==> src/rtl/hs_rr_sched.sv <==
// Clocked round-robin scheduler sharing one 4-phase bundled-data channel
// among N hlatch producer channels.
//
// Ports:
//   clk        system clock, all state on rising edge
//   rst        asynchronous active-high reset
//   in_req     [N]     producer requests (async, synchronised here)
//   in_ack     [N]     producer acknowledges, at most one bit high
//   in_dat     [N*DW]  producer data, channel i = in_dat[i*DW +: DW]
//   out_req            request to the shared consumer
//   out_ack            consumer acknowledge (async, synchronised here)
//   out_dat    [DW]    data captured at grant time
//   grant_idx  [GW]    index of current / last winner
//   busy               high whenever the FSM is not IDLE
module hs_rr_sched #(
    parameter int N    = 2,
    parameter int DW   = 1,
    parameter int SYNC = 2,
    localparam int GW  = (N > 1) ? $clog2(N) : 1
) (
    input  logic            clk,
    input  logic            rst,
    input  logic [N-1:0]    in_req,
    output logic [N-1:0]    in_ack,
    input  logic [N*DW-1:0] in_dat,
    output logic            out_req,
    input  logic            out_ack,
    output logic [DW-1:0]   out_dat,
    output logic [GW-1:0]   grant_idx,
    output logic            busy
);

    typedef enum logic [2:0] {
        IDLE,
        SETUP,
        WAIT_AH,
        WAIT_RL,
        WAIT_AL
    } state_t;

    state_t state;
    state_t state_nxt;

    logic [N-1:0]  req_sync [SYNC];
    logic [SYNC-1:0] ack_sync;
    logic [N-1:0]  sreq;
    logic          sack;

    logic [GW-1:0] ptr;
    logic [GW-1:0] ptr_nxt;
    logic [GW-1:0] ptr_adv;

    logic          win_found;
    logic [GW-1:0] win_idx;
    logic [DW-1:0] win_dat;
    logic          sreq_w;

    logic            out_req_nxt;
    logic [N-1:0]    in_ack_nxt;
    logic [DW-1:0]   out_dat_nxt;
    logic [GW-1:0]   grant_idx_nxt;

    // Plain flop chains; only the last stage is ever looked at.
    always_ff @(posedge clk or posedge rst) begin
        if (rst) begin
            for (int s = 0; s < SYNC; s++) begin
                req_sync[s] <= '0;
            end
            ack_sync <= '0;
        end else begin
            req_sync[0] <= in_req;
            for (int s = 1; s < SYNC; s++) begin
                req_sync[s] <= req_sync[s-1];
            end
            ack_sync <= {ack_sync[SYNC-2:0], out_ack};
        end
    end

    assign sreq   = req_sync[SYNC-1];
    assign sack   = ack_sync[SYNC-1];
    assign sreq_w = sreq[grant_idx];

    // Rotating-priority search starting at ptr; first hit wins.
    always_comb begin
        int c;
        c         = 0;
        win_found = 1'b0;
        win_idx   = '0;
        win_dat   = '0;
        for (int k = 0; k < N; k++) begin
            c = int'(ptr) + k;
            if (c >= N) begin
                c = c - N;
            end
            if (!win_found && sreq[c]) begin
                win_found = 1'b1;
                win_idx   = GW'(c);
                win_dat   = in_dat[c*DW +: DW];
            end
        end
    end

    // Winner drops to lowest priority; N=1 degenerates to ptr=0.
    assign ptr_adv = (int'(grant_idx) == N - 1) ? '0
                                                : grant_idx + GW'(1);

    always_ff @(posedge clk or posedge rst) begin
        if (rst) begin
            state     <= IDLE;
            ptr       <= '0;
            out_req   <= 1'b0;
            in_ack    <= '0;
            out_dat   <= '0;
            grant_idx <= '0;
            busy      <= 1'b0;
        end else begin
            state     <= state_nxt;
            ptr       <= ptr_nxt;
            out_req   <= out_req_nxt;
            in_ack    <= in_ack_nxt;
            out_dat   <= out_dat_nxt;
            grant_idx <= grant_idx_nxt;
            busy      <= (state_nxt != IDLE);
        end
    end

    always_comb begin
        state_nxt = state;
        unique case (state)
            IDLE:    if (win_found) state_nxt = SETUP;
            SETUP:   state_nxt = WAIT_AH;
            WAIT_AH: if (sack) state_nxt = WAIT_RL;
            WAIT_RL: if (!sreq_w) state_nxt = WAIT_AL;
            WAIT_AL: if (!sack) state_nxt = IDLE;
            default: state_nxt = IDLE;
        endcase
    end

    always_comb begin
        out_req_nxt   = out_req;
        in_ack_nxt    = in_ack;
        out_dat_nxt   = out_dat;
        grant_idx_nxt = grant_idx;
        ptr_nxt       = ptr;
        unique case (state)
            IDLE: begin
                if (win_found) begin
                    out_dat_nxt   = win_dat;
                    grant_idx_nxt = win_idx;
                end
            end
            // out_dat has been stable a full cycle by now.
            SETUP: begin
                out_req_nxt = 1'b1;
            end
            WAIT_AH: begin
                if (sack) begin
                    in_ack_nxt            = '0;
                    in_ack_nxt[grant_idx] = 1'b1;
                end
            end
            WAIT_RL: begin
                if (!sreq_w) begin
                    out_req_nxt = 1'b0;
                end
            end
            WAIT_AL: begin
                if (!sack) begin
                    in_ack_nxt = '0;
                    ptr_nxt    = ptr_adv;
                end
            end
            default: begin
                out_req_nxt = 1'b0;
                in_ack_nxt  = '0;
            end
        endcase
    end

endmodule

==> config.mk <==
export PLATFORM = sky130hd
export DESIGN_NAME = hs_rr_sched
export DESIGN_NICKNAME = d
export VERILOG_FILES = /design/src/rtl/hs_rr_sched.sv
export SDC_FILE = /design/constraint.sdc
export NUM_CORES = 1
export LEC_CHECK = 0
export CAP_MARGIN = 20
export CORE_MARGIN = 2
export CORE_UTILIZATION = 45
export CTS_CLUSTER_SIZE = 14
export DETAILED_ROUTE_END_ITERATION = 6
export PLACE_DENSITY = 0.77
export RECOVER_POWER = 100
export SETUP_SLACK_MARGIN = 0.15
export SLEW_MARGIN = 25
export SYNTH_ARGS = -nofsm -noshare
export SYNTH_HDL_FRONTEND = slang
export SYNTH_SLANG_ARGS = --single-unit
==> constraint.sdc <==
create_clock -name clk -period 1.9 [get_ports clk]
set_clock_uncertainty 0.1 [all_clocks]
set_input_delay 0.38 -clock clk [delete_from_list [all_inputs] [get_ports clk]]
set_output_delay 0.38 -clock clk [all_outputs]
set_load 0.02 [all_outputs]
Word level (Yosys, flattened, before mapping)
Index checks and enable logic that the tools add are counted.
{"block": "op_classes", "n_lt_le_gt_ge": 6, "eq_ne": 7, "bitwise_logic": 3, "n_addsub": 4, "shifts": 2, "muxes": 29, "reduce_logical": 11}
{"operator": "$lt 32x3->1 const B", "n": 2}
{"operator": "$mux 32", "n": 2}
{"operator": "$shiftx 2x32->1", "n": 2}
{"operator": "$mux 1", "n": 17}
{"operator": "$pmux 3 s5", "n": 1}
{"operator": "$mux 3", "n": 4}
{"operator": "$eq 3x2->1 const B", "n": 2}
{"operator": "$ne 2x2->1 const B", "n": 3}
{"operator": "$pmux 2 s3", "n": 1}
{"operator": "$reduce_and 2->1", "n": 3}
{"operator": "$reduce_or 3->1", "n": 2}
{"operator": "$mux 2", "n": 2}
{"operator": "$eq 3x1->1 const B", "n": 1}
{"operator": "$eq 3x3->1 const B", "n": 1}
{"operator": "$logic_not 3->1", "n": 1}
{"operator": "$not 1->1", "n": 3}
{"operator": "$pmux 1 s3", "n": 1}
{"operator": "$reduce_and 3->1", "n": 1}
{"operator": "$reduce_bool 3->1", "n": 1}
{"operator": "$sub 1x2->3 const B", "n": 1}
{"operator": "$sub 2x2->3 const B", "n": 1}
{"operator": "$add 1x1->2 const B", "n": 1}
{"operator": "$ge 1x2->1 const B", "n": 1}
{"operator": "$ge 2x2->1 const B", "n": 1}
{"operator": "other kinds (6)", "n": 7}
{"block": "totals", "inputBits": 7, "regBits": 16, "out_inout_bits": 6}

Logic depth before layout (Yosys ltp)
Gate-level depths: netlist (run 1).
{"block": "depth", "ltp_word": 12, "depth_mapped": 4, "ltp_nobuf": 3}

Worst setup path before layout (run 1)
Ideal clock, no wire load.
{"block": "synth_path", "path_type": "reg-to-reg", "startpoint": "reg state[0]", "endpoint": "reg out_dat", "path_stages_with_launch": 5, "setup_slack_ps": 605, "period_less_slack_ps": 1295, "setup_time_ps": 125, "t_arrival_ps": 1070, "path_cell_list": "dfrtp_1 -> buf_6 -> nor3_4 -> o21ai_2 -> mux2_4"}
{"block": "synth_via", "elab_chain_len": 2}
{"item": "from (decl)", "line_no": "41", "text": "state_t state;"}
{"item": "from (signal assigned)", "line_no": "117", "text": "state <= state_nxt;"}
{"item": "$logic_not 3->1", "line_no": "145", "text": "unique case (state)"}
{"item": "$reduce_and 2->1 (no line)"}
{"item": "to (signal assigned)", "line_no": "121", "text": "out_dat <= out_dat_nxt;"}
{"item": "to (decl)", "line_no": "28", "text": "output logic [DW-1:0] out_dat,"}
No other way between the ends.
A chain may end at the register's enable or synchronous reset.

Final worst setup path (run 1)
{"block": "layout_path", "startpoint": "reg state[1]", "endpoint": "reg out_dat"}
Same word-level chain as after synthesis.

==> impl_metrics.toml, run 1 <==
[status]
status = "finished, final reports clean"

[power]
p_seq_share_pct = 46.5
power.switching_w = 0.000462
switching_share_pct = 37.6
internal_power_w = 0.000765
powerDensity_nw_per_um2 = 1570
p_comb_share_pct = 35.8
p_clk_share_pct = 17.7
ir_drop_mv = 0.765
p_leak_nw = 0.358

[sta]
setup_viol = 0
hold_viol = 0
fmax_ghz = 0.614
worst_slew_pin_slew_ns = 0.571
finalSetupTns_ns = 0
slew_violations = 0
fin_crit_ns = 1.63
rsz0062_at_grt = "no"
maxSlewHeadroom_pct = 61.9
finalCritPeriodShare_pct = 85.7

[worst_setup_path]
slowest_delay_ns = 0.49
path_cells = "nor3_1 -> o21ai_0 -> mux2_4"
ff2ff_path_depth = 3
path_class = "reg2reg"
end_kind = "flip-flop"
critPathLaunch = "state[1]$_DFF_PP0_"
arrival_ns = 1.71
r2r-start = "state[1]$_DFF_PP0_"
r2r_end = "out_dat$_DFFE_PP0P_"
startpoint_type = "flip-flop"
required_ns = 1.98
critPathCapture = "out_dat$_DFFE_PP0P_"
path_max_fanout = 10
cp_slowest_cell = "dfrtp_1"
r2r_slack_ns = 0.27

[floorplanning]
core_area_um2 = 1450
start_util_pct = 46.7
dieArea_um2 = 1840
ios = 13
rows = 14
fp.dieW_um = 42.9
die_h_um = 42.9

[cells_and_area]
seq_area_um2 = 400
syn2layout_area_growth_pct = 14.7
fillers = 135
diodes = 0
final_area_um2 = 779
instances_no_fill = 86
nNetsFinal = 78
drive_gt1_share_pct = 10.0
layout_common_cells = "dfrtp_1 (16), clkbuf_1 (5), inv_1 (4), dlygate4sd3_1 (4)"
multi_input_area_um2 = 220
final_common_cell = "dfrtp_1"

[route]
drt-initial-drc-count = 5
vias = 457
via_per_inst = 5.31
wl_per_cell_um = 12.5
remaining_drc_errors = 0
wl_um = 1070
drt_first_pass_iters = 3
ant_nets = 0

[cts]
postCtsSetupBuffers = 0
root_buffer = "clkbuf_4"
htreeDepth = 1
clk_latency_ns = 0.28
cts_tree = "yes"
clk_pin_slew_ns = 0.09
cts_made_buffers = 3
cts_sinks = 16
clockBufferDepth = 2

[place]
dp.cells = 82
place_congestion = 0.698
hpwlAfterDp_um = 787
port_buffers = 12
dpl-instance-area_um2 = 792

[min_path]
min_delay_path_depth = 0
hold_path_class = "reg2reg"

[yosys]
synth-seq-cells = 16
syn_area_um2 = 679
synthCells = 57
ys_seq_area_share_pct = 58.9
syn_nets = 64
avgSynthCellArea_um2 = 11.9
ys_types = 27
yosysWarningCount = 0

[grt]
grtUsageTotal_pct = 14.0
overflow = 0
antenna_found_initial = 0
grt_pass1_wl_um = 1800
grt_pass1_vias = 426
grt_max_degree = 17

[job]
cap_viol_max_count = 0
==> cell families after synthesis <==
logic type / Yosys count / share of synthesized area [%]
buffers and inverters: 7 / 6.26
muxes: 2 / 3.68
DFF: 16 / 58.9
AOI/OAI and AO/OA: 16 / 16.4
and+or+nand+nor: 16 / 14.7
==> sequential cells by signal, summed over array words and instances, names as in the netlist, 2 cells and up <==
register,cells
state,3
ack_sync,2
in_ack,2
req_sync,2
sreq,2
==> worst min path at each step <==
stage | from | to | slack (ns)
2_1_floorplan | rst | ack_sync[0]$_DFF_PP0_ | 0.19
3_3_place_gp | req_sync[3]$_DFF_PP0_ | sreq[1]$_DFF_PP0_ | 0.23
3_5_place_dp | req_sync[2]$_DFF_PP0_ | sreq[0]$_DFF_PP0_ | 0.24
4_1_cts | req_sync[2]$_DFF_PP0_ | sreq[0]$_DFF_PP0_ | 0.26
5_1_grt | ack_sync[0]$_DFF_PP0_ | ack_sync[1]$_DFF_PP0_ | 0.26
6_report | req_sync[2]$_DFF_PP0_ | sreq[0]$_DFF_PP0_ | 0.25
==> cell type report <==
class,instances,area share (%)
flip-flops and latches,16,51.4
multi-input cells,34,28.3
repair buffers,12,11.2
clock buffers,4,4.65
well taps,16,2.57
inverters,4,1.93
==> critical path, delay by kind of cell, from the launching register on <==
family	cells	cell delay (ns)
AND/OR/NAND/NOR	1	0.34
flip-flops	1	0.49
multiplexers	1	0.34
AO/OA/AOI/OAI	1	0.25
==> power groups by stage <==
stage	registers (W)	clock network (W)	logic [W]
after floorplan	0.000576	0	0.000399
after global placement	0.000585	0	0.000512
after detailed placement	0.000592	0	0.000524
after CTS	0.000584	0.000227	0.000519
after global routing	0.000589	0.000244	0.000485
final	0.000571	0.000217	0.000440
==> routing by layer <==
| layer | GRT usage (%) | wire length (um) |
|---|---|---|
| met5 | 0 | 0 |
| met4 | 6.88 | 7 |
| met2 | 20.6 | 516 |
| met1 | 16.4 | 467 |
| met3 | 7.66 | 79 |
==> synth_stat cells <==
cell | instances | area (um^2)
mux2i_1 | 1 | 10.0
nand3_1 | 1 | 5.00
nor3_4 | 1 | 16.3
nor3_1 | 2 | 10.0
o22ai_1 | 2 | 12.5
a21oi_1 | 3 | 15.0
nor2_1 | 3 | 11.3
dfrtp_1 | 16 | 400
buf_2 | 1 | 5.00
mux2_4 | 1 | 15.0
a21o_2 | 1 | 8.76
inv_1 | 4 | 15.0
o21ai_2 | 1 | 8.76
a21o_1 | 2 | 15.0
a32o_1 | 1 | 10.0
a22o_2 | 1 | 10.0
nand2_1 | 2 | 7.51
and2b_2 | 1 | 8.76
nand3b_1 | 1 | 7.51
a31oi_1 | 1 | 6.26
and2_1 | 2 | 12.5
nand2b_1 | 2 | 12.5
o21ai_0 | 2 | 10.0
o21bai_1 | 1 | 7.51
o31ai_1 | 1 | 7.51
nor4b_1 | 1 | 8.76
buf_6 | 2 | 22.5
==> through the flow <==
stage	util, %	hold WS [ns]	worst slack, ns	power, W
floorplan	-	0.194	0.605	0.000975
global placement	54.5	0.233	0.314	0.00110
detailed placement	54.5	0.237	0.299	0.00112
CTS	56.9	0.257	0.152	0.00133
global route	53.6	0.265	0.158	0.00132
finish	53.6	0.255	0.272	0.00123
==> timing repair <==
item | CTS | global route
hold buffers | 0 | 0
endpoints found under the hold margin | 0 | 0
endpoints found under the setup margin | 1 | 5
gates resized for setup | 1 | 5
(Power assumes the default switching activity.)
==> run 2: changes to the inputs <==
--- a/config.mk
+++ b/config.mk
@@ -7,7 +7,7 @@
 export LEC_CHECK = 0
 export CAP_MARGIN = 20
 export CORE_MARGIN = 2
-export CORE_UTILIZATION = 45
+export CORE_UTILIZATION = 43
 export CTS_CLUSTER_SIZE = 14
 export DETAILED_ROUTE_END_ITERATION = 6
 export PLACE_DENSITY = 0.77
==> constraint.sdc (replaced) <==
create_clock -name clk -period 1.31 [get_ports clk]
set_clock_uncertainty 0.1 [all_clocks]
set_input_delay 0.262 -clock clk [delete_from_list [all_inputs] [get_ports clk]]
set_output_delay 0.262 -clock clk [all_outputs]
set_load 0.02 [all_outputs]
==> impl_metrics.toml, run 2 (synthesis results as in run 1) <==
[cells_and_area]
drive_gt1_share_pct = 55.4
largest_reg_flops = 3
nNetsFinal = 91
largest_register = "state"
final_common_cell = "buf_4"
diodes = 0
layout_common_cells = "buf_4 (11), dfrtp_1 (10), dfrtp_2 (6), clkbuf_2 (6)"
syn2layout_area_growth_pct = 45.1

[worst_setup_path]
r2r-start = "state[2]$_DFF_PP0_"
path_cells = "nor3_4 -> o21ai_2 -> mux2_4"
r2r_end = "out_dat$_DFFE_PP0P_"
path_max_fanout = 6
ff2ff_path_depth = 3
critPathCapture = "out_dat$_DFFE_PP0P_"
end_kind = "flip-flop"
arrival_ns = 1.36
required_ns = 1.39
cp_slowest_cell = "dfrtp_2"
startpoint_type = "flip-flop"
r2r_slack_ns = 0.02
critPathLaunch = "state[2]$_DFF_PP0_"
critical-path-top-delay-family = "flip-flops"
critPathBufInv = 0
path_class = "reg2reg"
crit_cells = 3
slowest_delay_ns = 0.47

[route]
wl_met3_um = 59
route.met2.wl_um = 763
vias = 513
remaining_drc_errors = 0
wl_um = 1440
maxUsedRoutingLayer = "met3"
ant_nets = 0
wl_per_cell_um = 14.5
drt-met1-wl_um = 616
drt-initial-drc-count = 11
via_per_inst = 5.18
drt_first_pass_iters = 4

[grt]
grt_pass1_vias = 504
overflow = 0
antenna_found_initial = 0
grtUsageTotal_pct = 18.0
grt_pass1_wl_um = 2450
grt_max_degree = 17

[power]
powerDensity_nw_per_um2 = 2460
p_clk_share_pct = 13.7
p_comb_share_pct = 52.4
switching_share_pct = 37.7
p_leak_nw = 0.454
power.switching_w = 0.000914
internal_power_w = 0.00151
p_seq_share_pct = 33.9
power.total_w = 0.00242
ir_drop_mv = 1.18

[sta]
slew_violations = 0
worst_slew_pin_slew_ns = 0.300
fmax_ghz = 0.777
hold_viol = 0
finalCritPeriodShare_pct = 98.3
setup_viol = 0
maxSlewHeadroom_pct = 80.0
holdWs_ns = 0.255
rsz0062_at_grt = "yes"
fin_crit_ns = 1.29

[place]
place_congestion = 0.758
hpwlAfterDp_um = 891
port_buffers = 12

[cts]
clk_latency_ns = 0.29
cts_tree = "yes"
cts_made_buffers = 3
htreeDepth = 1
clk_pin_slew_ns = 0.10
clockBufferDepth = 2
cts_sinks = 16
root_buffer = "clkbuf_4"

[job]
cap_viol_max_count = 0

[floorplanning]
start_util_pct = 45.6
rows = 14
dieArea_um2 = 1910
fp.dieW_um = 43.8
core_area_um2 = 1490
ios = 13
die_h_um = 43.8

[status]
status = "finished, final reports clean"

[min_path]
min_from = "req_sync[2]$_DFF_PP0_"
hold_path_class = "reg2reg"
-- run 2: cell count changes in the layout (fill, tap and decap cells not counted), sizes merged --
cell | before | now
buf | 0 | 13
clkbuf | 9 | 10
dlygate4sd2 | 1 | 0
-- run 2: area by class of cell --
cell class / count / area, um^2
fillers: 115 / 503
flip-flops and latches: 16 / 408
multi-input cells: 34 / 312
repair buffers: 25 / 195
clock buffers: 4 / 36.3
well taps: 16 / 20.0
inverters: 4 / 15.0
-- run 2: power groups by stage --
stage	combinational [W]	clock (W)	sequential (W)
after global placement	0.000913	0	0.000804
final	0.00127	0.000331	0.000822
after detailed placement	0.000943	0	0.000815
after global routing	0.00137	0.000365	0.000841
after floorplan	0.000583	0	0.000839
after CTS	0.000998	0.000334	0.000831
-- run 2: worst min-delay path by stage --
stage	endpoint	cells past startpoint	slack [ns]
after CTS	ack_sync[0]$_DFF_PP0_	3	0.17
after floorplan	ack_sync[0]$_DFF_PP0_	1	0.08
final	sreq[0]$_DFF_PP0_	0	0.25
after detailed placement	sreq[1]$_DFF_PP0_	0	0.23
after global placement	sreq[0]$_DFF_PP0_	0	0.23
after global routing	sreq[0]$_DFF_PP0_	0	0.27
-- run 2: layer usage --
layer  up-vias  GRT usage [%]
met2        13           27.9
met1       248           23.8
met5         -              0
met3         0           5.00
met4         0           7.27
li1        252              -
-- run 2: metrics by stage --
stage	instances	area (um^2)	setup slack [ns]	util (%)	setup TNS, ns
global placement	88	838	-0.157	56.3	-0.157
CTS	92	898	0.0337	60.3	0
detailed placement	88	838	-0.171	56.3	-0.171
global route	99	986	0.00692	66.2	0
finish	99	986	0.0224	66.2	0
floorplan	57	681	0.0153	-	0
-- run 2: timing repair --
action	CTS	global route
setup buffers	0	7
setup endpoints to repair	16	16
gates resized for setup	42	16
hold buffers	0	0
pin swaps	2	4
